**config.mk**
```make
export PLATFORM = sky130hd
export DESIGN_NAME = xdma_grant_arbiter
export DESIGN_NICKNAME = d
export VERILOG_FILES = /design/src/rtl/xdma_grant_arbiter.sv
export SDC_FILE = /design/constraint.sdc
export NUM_CORES = 1
export LEC_CHECK = 0
export CAP_MARGIN = 20
export CORE_MARGIN = 3
export CORE_UTILIZATION = 57
export DETAILED_ROUTE_END_ITERATION = 16
export PLACE_DENSITY_LB_ADDON = 0.2
export SLEW_MARGIN = 20
export SYNTH_ARGS = -nofsm -noshare
export SYNTH_HDL_FRONTEND = slang
export SYNTH_SLANG_ARGS = --single-unit
```
**constraint.sdc**
```tcl
create_clock -name clk_i -period 10.1 [get_ports clk_i]
set_input_delay 2.525 -clock clk_i [delete_from_list [all_inputs] [get_ports clk_i]]
set_output_delay 2.525 -clock clk_i [all_outputs]
set_load 0.02 [all_outputs]
```
**src/rtl/xdma_grant_arbiter.sv**
```systemverilog
// rtl/xdma_grant_arbiter.sv - round-robin grant arbiter feeding a grant FIFO for remote DMA requests
//
// Each request channel runs an IDLE -> PENDING -> WAIT_FINISH handshake. One PENDING
// channel per cycle is chosen round-robin. Its grant is captured into a small FIFO.
// The FIFO head is presented to the remote side with a valid/ready handshake.
//
// Ports:
//   clk_i, rst_i                 clock, synchronous active-high reset
//   req_ready_to_transfer_i      per-channel ready_to_transfer
//   req_dma_type_i               per-channel dma_type (1 = remote-initiated)
//   req_dma_id_i                 per-channel task id, channel c at [c*IdWidth +: IdWidth]
//   req_src_addr_i               per-channel source address, channel c at [c*AddrWidth +: AddrWidth]
//   grant_valid_o/grant_ready_i  grant handshake for the FIFO head
//   grant_dma_id_o, grant_from_o, grant_remote_addr_o, grant_chan_o
//                                head-of-FIFO payload, zero while the FIFO is empty
//   chan_busy_o                  channel is not IDLE
//   timeout_o                    sticky per-channel WAIT_FINISH timeout flag
//   fifo_count_o                 grant FIFO occupancy
module xdma_grant_arbiter #(
  parameter int unsigned          NumChannels     = 4,
  parameter int unsigned          FifoDepth       = 4,
  parameter int unsigned          AddrWidth       = 48,
  parameter int unsigned          IdWidth         = 8,
  parameter int unsigned          ClusterSizeLog2 = 20,
  parameter logic [AddrWidth-1:0] MainMemBaseAddr = 48'h8000_0000,
  parameter logic [AddrWidth-1:0] MainMemEndAddr  = 48'h1_0000_0000,
  parameter logic [AddrWidth-1:0] GrantOffset     = 48'h100,
  parameter int unsigned          TimeoutCycles   = 1024,
  localparam int unsigned         ChanWidth       = (NumChannels > 1) ? $clog2(NumChannels) : 1,
  localparam int unsigned         CountWidth      = $clog2(FifoDepth) + 1
) (
  input  logic                             clk_i,
  input  logic                             rst_i,
  input  logic [NumChannels-1:0]           req_ready_to_transfer_i,
  input  logic [NumChannels-1:0]           req_dma_type_i,
  input  logic [NumChannels*IdWidth-1:0]   req_dma_id_i,
  input  logic [NumChannels*AddrWidth-1:0] req_src_addr_i,
  output logic                             grant_valid_o,
  input  logic                             grant_ready_i,
  output logic [IdWidth-1:0]               grant_dma_id_o,
  output logic [AddrWidth-1:0]             grant_from_o,
  output logic [AddrWidth-1:0]             grant_remote_addr_o,
  output logic [ChanWidth-1:0]             grant_chan_o,
  output logic [NumChannels-1:0]           chan_busy_o,
  output logic [NumChannels-1:0]           timeout_o,
  output logic [CountWidth-1:0]            fifo_count_o
);

  localparam int unsigned PtrWidth = $clog2(FifoDepth);
  localparam int unsigned TmoWidth = $clog2(TimeoutCycles + 1);
  localparam logic [TmoWidth-1:0]   TmoLimit      = TmoWidth'(TimeoutCycles);
  localparam logic [TmoWidth-1:0]   TmoLimitM1    = TmoWidth'(TimeoutCycles - 1);
  localparam logic [AddrWidth-1:0]  ClusterSize   = AddrWidth'(1) << ClusterSizeLog2;
  localparam logic [AddrWidth-1:0]  ClusterMask   = ~(ClusterSize - AddrWidth'(1));
  localparam logic [AddrWidth-1:0]  MainMemGrant  = MainMemEndAddr - GrantOffset;
  localparam logic [CountWidth-1:0] FullCount     = CountWidth'(FifoDepth);
  localparam logic [ChanWidth-1:0]  LastChan      = ChanWidth'(NumChannels - 1);

  typedef enum logic [1:0] {
    IDLE,
    PENDING,
    WAIT_FINISH
  } chan_state_e;

  chan_state_e state_q [NumChannels];
  chan_state_e state_d [NumChannels];

  logic [NumChannels-1:0] req;
  logic [NumChannels-1:0] eligible;
  logic [ChanWidth-1:0]   rr_ptr_q;
  logic                   any_win;
  logic [ChanWidth-1:0]   win_idx;
  logic                   push;
  logic                   pop;
  logic                   fifo_full;

  logic [IdWidth-1:0]     id_mem    [FifoDepth];
  logic [AddrWidth-1:0]   from_mem  [FifoDepth];
  logic [AddrWidth-1:0]   raddr_mem [FifoDepth];
  logic [ChanWidth-1:0]   chan_mem  [FifoDepth];
  logic [PtrWidth-1:0]    wr_ptr_q;
  logic [PtrWidth-1:0]    rd_ptr_q;
  logic [CountWidth-1:0]  count_q;

  logic [TmoWidth-1:0]    tmo_cnt_q [NumChannels];
  logic [NumChannels-1:0] timeout_q;

  logic [IdWidth-1:0]     win_id;
  logic [AddrWidth-1:0]   win_src;
  logic [AddrWidth-1:0]   win_raddr;

  assign req       = req_ready_to_transfer_i & req_dma_type_i;
  assign fifo_full = (count_q == FullCount);
  // No bypass: a full FIFO refuses the push even when the head pops this cycle.
  assign push      = any_win && !fifo_full;
  assign pop       = (count_q != '0) && grant_ready_i;

  // A withdrawing channel (req low) is never eligible, so withdrawal beats push.
  always_comb begin
    eligible = '0;
    for (int c = 0; c < NumChannels; c++) begin
      eligible[c] = (state_q[c] == PENDING) && req[c];
    end
  end

  // Round-robin: first eligible channel at or above the pointer, else wrap to the lowest.
  always_comb begin
    any_win = 1'b0;
    win_idx = '0;
    for (int c = 0; c < NumChannels; c++) begin
      if (!any_win && eligible[c] && (ChanWidth'(c) >= rr_ptr_q)) begin
        any_win = 1'b1;
        win_idx = ChanWidth'(c);
      end
    end
    for (int c = 0; c < NumChannels; c++) begin
      if (!any_win && eligible[c]) begin
        any_win = 1'b1;
        win_idx = ChanWidth'(c);
      end
    end
  end

  always_comb begin
    win_id  = '0;
    win_src = '0;
    for (int c = 0; c < NumChannels; c++) begin
      if (win_idx == ChanWidth'(c)) begin
        win_id  = req_dma_id_i[c*IdWidth +: IdWidth];
        win_src = req_src_addr_i[c*AddrWidth +: AddrWidth];
      end
    end
  end

  // Main-memory sources map to a fixed slot. Cluster sources map to the top of the next cluster window.
  always_comb begin
    if (win_src >= MainMemBaseAddr) begin
      win_raddr = MainMemGrant;
    end else begin
      win_raddr = ((win_src & ClusterMask) + ClusterSize) - GrantOffset;
    end
  end

  always_comb begin
    for (int c = 0; c < NumChannels; c++) begin
      state_d[c] = state_q[c];
      case (state_q[c])
        IDLE: begin
          if (req[c]) state_d[c] = PENDING;
        end
        PENDING: begin
          if (!req[c]) begin
            state_d[c] = IDLE;
          end else if (push && (win_idx == ChanWidth'(c))) begin
            state_d[c] = WAIT_FINISH;
          end
        end
        WAIT_FINISH: begin
          if (!req[c]) state_d[c] = IDLE;
        end
        default: state_d[c] = IDLE;
      endcase
    end
  end

  always_ff @(posedge clk_i) begin
    if (rst_i) begin
      for (int c = 0; c < NumChannels; c++) state_q[c] <= IDLE;
      rr_ptr_q <= '0;
    end else begin
      state_q <= state_d;
      if (push) begin
        rr_ptr_q <= (win_idx == LastChan) ? '0 : win_idx + ChanWidth'(1);
      end
    end
  end

  always_ff @(posedge clk_i) begin
    if (rst_i) begin
      wr_ptr_q <= '0;
      rd_ptr_q <= '0;
      count_q  <= '0;
    end else begin
      if (push) wr_ptr_q <= wr_ptr_q + PtrWidth'(1);
      if (pop)  rd_ptr_q <= rd_ptr_q + PtrWidth'(1);
      case ({push, pop})
        2'b10:   count_q <= count_q + CountWidth'(1);
        2'b01:   count_q <= count_q - CountWidth'(1);
        default: count_q <= count_q;
      endcase
    end
  end

  // Payload storage needs no reset: the outputs are masked while the FIFO is empty.
  always_ff @(posedge clk_i) begin
    if (push) begin
      id_mem[wr_ptr_q]    <= win_id;
      from_mem[wr_ptr_q]  <= win_src;
      raddr_mem[wr_ptr_q] <= win_raddr;
      chan_mem[wr_ptr_q]  <= win_idx;
    end
  end

  // The timeout counter is for monitoring only. It never feeds back into the FSM.
  always_ff @(posedge clk_i) begin
    if (rst_i) begin
      for (int c = 0; c < NumChannels; c++) tmo_cnt_q[c] <= '0;
      timeout_q <= '0;
    end else begin
      for (int c = 0; c < NumChannels; c++) begin
        if ((state_q[c] == PENDING) && (state_d[c] == WAIT_FINISH)) begin
          tmo_cnt_q[c] <= '0;
        end else if ((state_q[c] == WAIT_FINISH) && (tmo_cnt_q[c] != TmoLimit)) begin
          tmo_cnt_q[c] <= tmo_cnt_q[c] + TmoWidth'(1);
          if (tmo_cnt_q[c] == TmoLimitM1) timeout_q[c] <= 1'b1;
        end
      end
    end
  end

  always_comb begin
    for (int c = 0; c < NumChannels; c++) begin
      chan_busy_o[c] = (state_q[c] != IDLE);
    end
  end

  assign grant_valid_o       = (count_q != '0);
  assign grant_dma_id_o      = grant_valid_o ? id_mem[rd_ptr_q]    : '0;
  assign grant_from_o        = grant_valid_o ? from_mem[rd_ptr_q]  : '0;
  assign grant_remote_addr_o = grant_valid_o ? raddr_mem[rd_ptr_q] : '0;
  assign grant_chan_o        = grant_valid_o ? chan_mem[rd_ptr_q]  : '0;
  assign timeout_o           = timeout_q;
  assign fifo_count_o        = count_q;

endmodule

```
==> results.md, run 1 <==
* Clock network power share at 29.0%
* Main synth FF type: edfxtp_1
* Maximum VDD drop at 0.2633 mV
* HP Start: state_q[3]
* Min-delay worst type: reg -> reg
* Share of cells above drive strength 1 at 10.46%
* Synthesized flop and latch total at 411
* Most frequent cells in the layout: edfxtp_1, clkdlybuf4s50_1, nand2_1, a21oi_1, and2_1
* Reg2reg start: state_q[1]
* GR Util All Layers at approximately a quarter
* Gate power share at 30.7%
* Crit Reg-Reg Endpoint: raddr_mem[0][22]
* Post-DRT Antenna Nets at 0
* Final Util at 74.76%
* Post-route setup TNS at 0 ns
* Die W at 187.3 µm
* H-tree levels at 2
* GPL Wtd Cong at 0.8376
* Vias per inst at ~5.7
* Worst reg2reg path depth at 11
* Post-CTS Setup Repair Bufs at 0
* CTS Root Cell: clkbuf_16
* Initial antenna violation count at 0
* Hold-fix buffers at CTS at 0
* Vias at 12180
* Critical path cell sequence: clkdlybuf4s50_1 -> and3b_1 -> and2_1 -> a21oi_1 -> nor2_1 -> inv_1 -> ha_4 -> nor2_1 -> o211a_1 -> o221ai_1 -> nor4_4 -> nand4b_1
* Final Setup Violations at 0
* Crit start category: primary input
* Core area at 31960 µm²
* WL/cell at 20.74 µm
* Hold WS at 0.4741 ns
* Seq/Total Area, Yosys at around 65%
* Fin. Hold Viols at 0
* Worst-Margin Slew at 1.045 ns
* CP max stage delay at 0.80 ns
* Top Ports at 353
* Largest family of logic cells by synthesized area: simple AND/OR/NAND/NOR gates
* Outcome: finished, final reports clean
* Drt first pass iters at 5
* XOR/XNOR share of the synthesized area at 1.916%
* Fin. max-slew vios at 0
* WS Path Type: in -> reg
* Max-Cap Viols at 0
* Worst hold path endpoint: state_q[2]
* Final Cycle Share at 65.64%
* Synth Warn # at 0
* Clock Sinks at around 410
* Slew margin rel. at 30.10%
* CTS buffer count at slightly above 40
* Initial Util at between 50% and 60%
* Most common cell after layout, fill and taps aside: edfxtp_1
* DP Wirelength at 28980 µm
* Global route total overflow at 0
* Compound-Gate Fraction of Synth Area at 6.501%
* Unrepaired setup endpoints after global routing: no
* Post-layout net count at about 1900
* Slowest library cell on the worst path: nor2_1
* Avg Synthesized Cell Area at between 10 and 15 µm²
* Resize count post-CTS at 0
* Sequential share of power at 40.3%
* Syn-to-layout area delta at 27.47%
* Crit-path most repeated cell: nor2_1
* DRC viols at 0
* Clk_skew at around 0.018 ns
* Syn Inst Count at 1306
* R2r setup slk at roughly 5.6 ns
* Post-Synth Adder-Cell Area at 1.241%
* I/O Buffers at 344
* Die area at 35100 µm²
* Psw at 1.417 mW
* Die height at 187.3 µm
* Static leakage at about 8 nW
* Vias in the first global route at 12310
* Min Tclk post-route at 6.629 ns
* TritonCTS clock tree: built
* Number of synthesized flops with an enable pin at between 300 and 400
* Syn Std Cell Area at 18750 µm²
* Async set or reset register ratio after synthesis at 0%
* Hold Path Depth at 1
* Worst Path Max Fanout at 15
* Achievable Freq at 0.1508 GHz
* Clock-pin slew of the registers on the worst-case setup and hold paths at 0.06 ns
* Clock Latency Late Sink at 0.52 ns
* Netlist cell types at 57
* CP Data Arrival Time at 6.82 ns
* Largest net degree at the start of global routing at 101
* Post-Synth Simple-Gate Area at 11.67%
* Sw frac at 28.75%
* Mux cell area share after synthesis at 10.50%
* CP required at 10.29 ns
* Iter 0 DRT Violations at 966
* Diodes inserted at 0
* Worst Setup End Kind: flop
* Pwr/cell area at 206.2 nW/µm²
* Clk buf depth at 3
* Cell internal pwr at 3.510 mW
* Final wirelength at 44290 µm
* First-pass GRT wire length at 67640 µm
* Rows at 65
[worst max-delay path: cells and delay by family]
kind / cells / cell delay [ns]
adders and majority gates: 1 / 0.24
buffers and inverters: 2 / 0.68
AOI/OAI and AO/OA: 3 / 0.51
and+or+nand+nor: 6 / 2.85
[final cells by class]
type                    count  area, µm²
clock inverters            18      163.9
repair buffers            358       3548
inverters                  37      138.9
flip-flops and latches    411      12120
fillers                  2007       8068
well taps                 435      544.3
multi-input cells         825       6292
clock buffers              52       1087
[stage by stage]
| stage | power (mW) | setup slack (ns) | cell area (µm²) | std cells |
|---|---|---|---|---|
| 6_report | 4.927 | 3.471 | 23890 | 2136 |
| 5_1_grt | 5.125 | 3.211 | 23890 | 2136 |
| 4_1_cts | 4.968 | 3.532 | 23890 | 2136 |
| 3_5_place_dp | 3.543 | 2.983 | 22640 | 2066 |
| 3_3_place_gp | 3.530 | 3.149 | 22640 | 2066 |
| 2_1_floorplan | 2.905 | 4.248 | 19010 | 1377 |
[flip-flops by register name, indices dropped and copies added (netlist names), named ones only]
register and count:
from_mem 192, raddr_mem 112, tmo_cnt_q 44, id_mem 32
chan_mem 8, state_q 8, timeout_o 4, fifo_count_o 3
rd_ptr_q 2, rr_ptr_q 2, wr_ptr_q 2
[power groups by stage]
stage	combinational (mW)	clock, mW	sequential (mW)
after floorplan	0.929	0	1.98
after global placement	1.51	0	2.02
after detailed placement	1.52	0	2.03
after CTS	1.53	1.45	1.99
after global routing	1.61	1.52	2.00
final	1.51	1.43	1.99
[layer usage]
layer / GRT usage [%] / up-vias / part of all wire (%)
met5: 0 / - / 0
met4: 8.782 / 0 / 3.5
met3: 5.472 / 90 / 8.3
met2: 42.39 / 551 / 50
met1: 31.43 / 5945 / 38
li1: - / 5597 / -
[cells by family after synthesis]
logic type / count (synthesis)
compound gates: 203
xor+xnor: 41
fa+ha+maj: 18
buf+inv: 141
flops: 411
mux: 89
other cells: 1
simple gates: 402
[cell usage after synthesis, types with 3 or more instances]
cell,instances,share of area (%)
edfxtp_1,388,62
nand2_1,96,1.9
a21oi_1,95,2.5
and2_1,95,3.2
mux4_2,86,10
nor2_1,81,1.6
clkbuf_1,46,0.92
o21ai_0,44,1.2
nand3b_1,39,1.6
inv_1,36,0.72
xor2_1,25,1.2
buf_4,23,0.92
dfxtp_1,23,2.5
buf_2,20,0.53
nand3_1,20,0.53
ha_1,17,1.1
nand4b_1,17,0.79
o22ai_1,16,0.53
xnor2_1,16,0.75
buf_1,12,0.24
a22o_1,11,0.51
nand2b_1,11,0.37
nor4_1,9,0.30
and3_1,7,0.23
a31oi_1,6,0.20
o211a_1,6,0.32
and3b_1,5,0.23
or2_2,5,0.17
a41oi_1,4,0.19
nand4_1,4,0.13
a311o_1,3,0.16
a311oi_1,3,0.14
buf_6,3,0.18
nor3_1,3,0.080
[how the worst max path moves through the flow]
stage,startpoint,endpoint,slack (ns),depth (start not counted)
finish,req_ready_to_transfer_i[3],raddr_mem[0][22],3.47,12
CTS,req_ready_to_transfer_i[3],raddr_mem[0][22],3.53,12
global route,req_ready_to_transfer_i[3],raddr_mem[0][22],3.21,12
floorplan,req_ready_to_transfer_i[1],chan_mem[0][0],4.25,6
detailed placement,req_ready_to_transfer_i[3],raddr_mem[0][27],2.98,12
global placement,req_ready_to_transfer_i[3],raddr_mem[0][30],3.15,12
Note: power is estimated with default switching activity, not from simulation.
==> run 2: changes to the inputs <==
--- a/config.mk
+++ b/config.mk
@@ -7,7 +7,7 @@
 export LEC_CHECK = 0
 export CAP_MARGIN = 20
 export CORE_MARGIN = 3
-export CORE_UTILIZATION = 57
+export CORE_UTILIZATION = 48
 export DETAILED_ROUTE_END_ITERATION = 16
 export PLACE_DENSITY_LB_ADDON = 0.2
 export SLEW_MARGIN = 20
==> constraint.sdc (replaced) <==
create_clock -name clk_i -period 5.7 [get_ports clk_i]
set_input_delay 1.425 -clock clk_i [delete_from_list [all_inputs] [get_ports clk_i]]
set_output_delay 1.425 -clock clk_i [all_outputs]
set_load 0.02 [all_outputs]
==> results.md, run 2 (synthesized netlist as in run 1, its figures left out) <==
* Outcome: finished, final reports clean
* Resize count post-CTS at 0
* Pwr/cell area at 372.2 nW/µm²
* GPL Wtd Cong at around 0.89
* CTS buffer count at 44
* Vias at 12030
* Clock Latency Late Sink at 0.55 ns
* Die area at 41460 µm²
* Initial antenna violation count at 1
* Fin area at about 24000 µm²
* Clock Sinks at 411
* Clock network power share at 31.6%
* Worst-Margin Slew at 1.033 ns
* I/O Buffers at 344
* CP required at 5.93 ns
* WS Path Type: in -> reg
* Crit start category: primary input
* Crit Reg-Reg Endpoint: raddr_mem[1][21]
* Top Ports at about 350
* WL met2 at 22640 µm
* Total power at 9.076 mW
* Critical Path Sink: raddr_mem[1][21]
* CP max stage delay at 0.60 ns
* Crit path launch: req_ready_to_transfer_i[2]
* CP Data Arrival Time at 5.15 ns
* Most frequent cells in the layout: edfxtp_1, clkdlybuf4s50_1, nand2_1, a21oi_1, and2_1
* Clk_skew at 0.02203 ns
* Worst Setup End Kind: flop
* Final Util at between 60% and 70%
* Clock-pin slew of the registers on the worst-case setup and hold paths at roughly 0.060 ns
* Static leakage at 8.214 nW
* Post-layout net count at 1938
* Gate power share at 29.9%
* Fin. max-slew vios at 0
* Worst reg2reg path depth at 13
* Psw at roughly 2.6 mW
* CTS Root Cell: clkbuf_16
* Cell internal pwr at 6.484 mW
* Worst Path Max Fanout at 18
* Biggest register: from_mem
* Syn-to-layout area delta at 30.07%
* Final Cycle Share at 86.22%
* DRC viols at 0
* Area of the multi-input gates at 6292 µm²
* Global route total overflow at 0
* Area after DPL at roughly 23000 µm²
* Post-CTS Setup Repair Bufs at 0
* Unrepaired setup endpoints after global routing: no
* Initial Util at 49.19%
* Post-DRT Antenna Nets at 0
* Min-delay worst type: reg -> reg
* Reg2reg start: state_q[3]
* Post-route setup TNS at 0 ns
* Drt first pass iters at 5
* Vias per inst at 5.387
* WL/cell at 20.23 µm
* Min Tclk post-route at 4.915 ns
* GR Util All Layers at 21.66%
* Highest metal used: met4
* Slew margin rel. at 30.91%
* DP Wirelength at 29820 µm
* Largest register FFs at 192
* TritonCTS clock tree: built
* Critical path cell sequence: clkdlybuf4s50_1 -> nand4b_1 -> mux2_2 -> o32ai_1 -> nor2_1 -> inv_1 -> ha_2 -> nand3b_1 -> a221oi_1 -> a2111oi_0 -> buf_4 -> nor4b_2 -> buf_4 -> nand4b_1
* Die W at 203.6 µm
* Iter 0 DRT Violations at 805
* Maximum VDD drop at 0.2932 mV
* Largest net degree at the start of global routing at approximately 100
* Met3 wire length at 3296 µm
* Fillers at 2841
* Met1 wire length at 18030 µm
* Rows at 71
* Hold WS at 0.4722 ns
* Core area at ~38000 µm²
* H-tree levels at 2
* Final wirelength at approximately 45000 µm
* Biggest regs: from_mem: 192 flops, raddr_mem: 112 flops, tmo_cnt_q: 44 flops
* Fin. Hold Viols at 0
* Achievable Freq at 0.2035 GHz
* Slowest library cell on the worst path: nor2_1
* Most common cell after layout, fill and taps aside: edfxtp_1
* Final Setup Violations at 0
* Sw frac at about 29%
* Share of cells above drive strength 1 at 11.68%
* Clk buf depth at 3
* Sequential share of power at between 30% and 40%
* Vias in the first global route at around 12000
* Sequential Area at 12120 µm²
* R2r setup slk at about 1.7 ns
* First-pass GRT wire length at 69430 µm
* Max-Cap Viols at 0
* Die height at 203.6 µm
* Hold-fix buffers at CTS at 0
## run 2: how the worst min path moves through the flow
stage                       from      endpoint  slack [ns]  cells past startpoint
finish              timeout_o[1]  timeout_o[1]        0.47                      2
global route          state_q[5]    state_q[4]        0.52                      1
CTS                   state_q[5]    state_q[4]        0.48                      1
detailed placement  timeout_o[3]  timeout_o[3]        0.46                      2
global placement    timeout_o[1]  timeout_o[1]        0.46                      2
floorplan             state_q[3]    state_q[2]        0.43                      1
## run 2: cell type report
type / count / share of cell area [%]
Clock buffer: 51 / 4.711
Multi-Input combinational cell: 825 / 25.81
Antenna cell: 1 / 0.01026
Tap cell: 511 / 2.622
Timing Repair Buffer: 366 / 15.26
Sequential cell: 411 / 49.70
Clock inverter: 31 / 1.314
Inverter: 37 / 0.5696
## run 2: metal layers
layer	up-vias	track usage (%)
met1	5901	28.37
met5	-	0
li1	5622	-
met2	428	36.54
met4	0	6.416
met3	79	4.900
## run 2: critical path, delay by kind of cell
family	cells	cell delay [ns]
adder cells (fa/ha/maj)	1	0.37
buffers and inverters	4	1.10
AO/OA/AOI/OAI	3	0.63
AND/OR/NAND/NOR	5	1.40
multiplexers	1	0.22
## run 2: through the flow
step,instances,setup slack (ns)
2_1_floorplan,1377,0.9484
3_3_place_gp,2150,0.4575
3_5_place_dp,2150,0.3019
4_1_cts,2232,0.8273
5_1_grt,2233,0.4023
6_report,2233,0.7855
## run 2: power by group through the flow
stage	Combinational, mW	Clock [mW]	Sequential [mW]
6_report	2.72	2.86	3.49
3_3_place_gp	2.75	0	3.56
4_1_cts	2.78	2.92	3.50
2_1_floorplan	1.65	0	3.50
3_5_place_dp	2.76	0	3.56
5_1_grt	2.91	3.03	3.51
==> run 3: changes to the inputs <==
--- a/config.mk
+++ b/config.mk
@@ -8,7 +8,9 @@
 export CAP_MARGIN = 20
 export CORE_MARGIN = 3
 export CORE_UTILIZATION = 48
+export CTS_CLUSTER_SIZE = 8
 export DETAILED_ROUTE_END_ITERATION = 16
+export GPL_ROUTABILITY_DRIVEN = 0
 export PLACE_DENSITY_LB_ADDON = 0.2
 export SLEW_MARGIN = 20
 export SYNTH_ARGS = -nofsm -noshare
==> results.md, run 3 (synthesized netlist as in run 1, its figures left out) <==
* Clk buf depth at 3
* Die area at a little over 40000 µm²
* CP required at between 5 and 6 ns
* Total power at between 9 and 10 mW
* Die W at 203.6 µm
* DP Wirelength at 30340 µm
* Worst Setup End Kind: flop
* Fin area at between 20000 and 25000 µm²
* DRC viols at 0
* Unrepaired setup endpoints after global routing: no
* Biggest register: from_mem
* Area after DPL at 22900 µm²
* Vias in the first global route at 12510
* Resize count post-CTS at 0
* Crit-path most repeated cell: nand4b_1
* CTS Root Cell: clkbuf_16
* CP Data Arrival Time at around 5.3 ns
* Final Cycle Share at about 90%
* Critical path cell sequence: clkdlybuf4s50_1 -> nand4b_1 -> mux2_2 -> o32ai_1 -> nor2_1 -> inv_1 -> ha_2 -> nand3b_1 -> a221oi_1 -> a2111oi_0 -> nor4b_2 -> buf_4 -> nand4b_1
* Post-route setup TNS at 0 ns
* Min Tclk post-route at 5.026 ns
* Post-DRT Antenna Nets at 0
* Rows at 71
* Fin. Hold Viols at 0
* Fin. max-slew vios at 0
* Hold-fix buffers at CTS at 0
* Iter 0 DRT Violations at just under 1000
* Slew margin rel. at 29.03%
* First-pass GRT wire length at 70720 µm
* Post-placement cell count at roughly 2100
* CP max stage delay at 0.69 ns
* Most common cell after layout, fill and taps aside: edfxtp_1
* Initial antenna violation count at 0
* Outcome: finished, final reports clean
* H-tree levels at 2
* Initial Util at 49.19%
* Top Ports at about 350
* Global route total overflow at 0
* Largest net degree at the start of global routing at around 100
* Most frequent cells in the layout: edfxtp_1, clkdlybuf4s50_1, nand2_1, a21oi_1, and2_1
* Drt first pass iters at 4
* GR Util All Layers at 21.98%
* Die height at roughly 200 µm
* Maximum VDD drop at 0.4267 mV
* Min-delay worst type: reg -> reg
* Static leakage at ~8 nW
* Syn-to-layout area delta at 30.57%
* TritonCTS clock tree: built
* Clock Latency Late Sink at 0.56 ns
* Vias per inst at between 5 and 6
* Slowest library cell on the worst path: a2111oi_0
* Final wirelength at 45890 µm
* Worst Path Max Fanout at 18
* Clk_skew at approximately 0.021 ns
* Clock-pin slew of the registers on the worst-case setup and hold paths at about 0.05 ns
* Non-Filler Instances at 2231
* Biggest regs: from_mem: 192 flops, raddr_mem: 112 flops, tmo_cnt_q: 44 flops
* Post-layout net count at 1949
* Achievable Freq at 0.1990 GHz
* Final Setup Violations at 0
* Diodes inserted at 0
* Hold WS at 0.4693 ns
* Share of cells above drive strength 1 at 11.10%
* WS Path Type: in -> reg
* WL/cell at 20.57 µm
* CTS buffer count at 57
* Max-Cap Viols at 0
* Clock Sinks at 411
* Vias at roughly 12000
* Pwr/cell area at ~380 nW/µm²
* Worst-Margin Slew at between 1 and 1.5 ns
* Post-CTS Setup Repair Bufs at 0
* Core area at 38110 µm²
* Crit start category: primary input
* Largest register FFs at 192
* I/O Buffers at 344
-- run 3: per-stage QoR --
step / utilization, % / setup WS (ns)
floorplan: - / 0.9484
global placement: 60.08 / 0.2580
detailed placement: 60.08 / 0.2592
CTS: 64.22 / 0.7903
global route: 64.22 / 0.4762
finish: 64.22 / 0.6743
-- run 3: final timing paths --
| path | start | end | slack, ns | cells past startpoint |
|---|---|---|---|---|
| min reg2reg | timeout_o[0] | timeout_o[0] | 0.47 | 2 |
| max reg2reg | state_q[3] | raddr_mem[0][21] | 1.58 | 12 |
| min | timeout_o[0] | timeout_o[0] | 0.47 | 2 |
| max | req_dma_type_i[2] | raddr_mem[0][21] | 0.67 | 13 |
-- run 3: layer usage --
metal	vias to the layer above	global-route usage, %	wire length, µm
li1	5641	-	-
met1	5933	29.04	18560
met2	419	37.66	23220
met3	72	4.294	3105
met4	0	5.826	1012
met5	-	0	0
-- run 3: worst max-delay path: cells and delay by family --
kind	cells	cell delay, ns
AOI/OAI and AO/OA	3	0.86
adders and majority gates	1	0.37
buffers and inverters	3	0.88
muxes	1	0.22
and+or+nand+nor	5	1.50
-- run 3: final cells by class --
| cell class | instances | area (µm²) |
|---|---|---|
| Multi-Input combinational cell | 825 | 6292 |
| Tap cell | 511 | 639.4 |
| Clock inverter | 4 | 71.32 |
| Inverter | 37 | 138.9 |
| Clock buffer | 79 | 1509 |
| Timing Repair Buffer | 364 | 3706 |
| Fill cell | 2839 | 13630 |
| Sequential cell | 411 | 12120 |
-- run 3: where the power goes --
| part | switching [mW] | internal [mW] |
|---|---|---|
| Clock | 1.16 | 1.85 |
| Sequential | 0.0762 | 3.41 |
| Combinational | 1.38 | 1.36 |
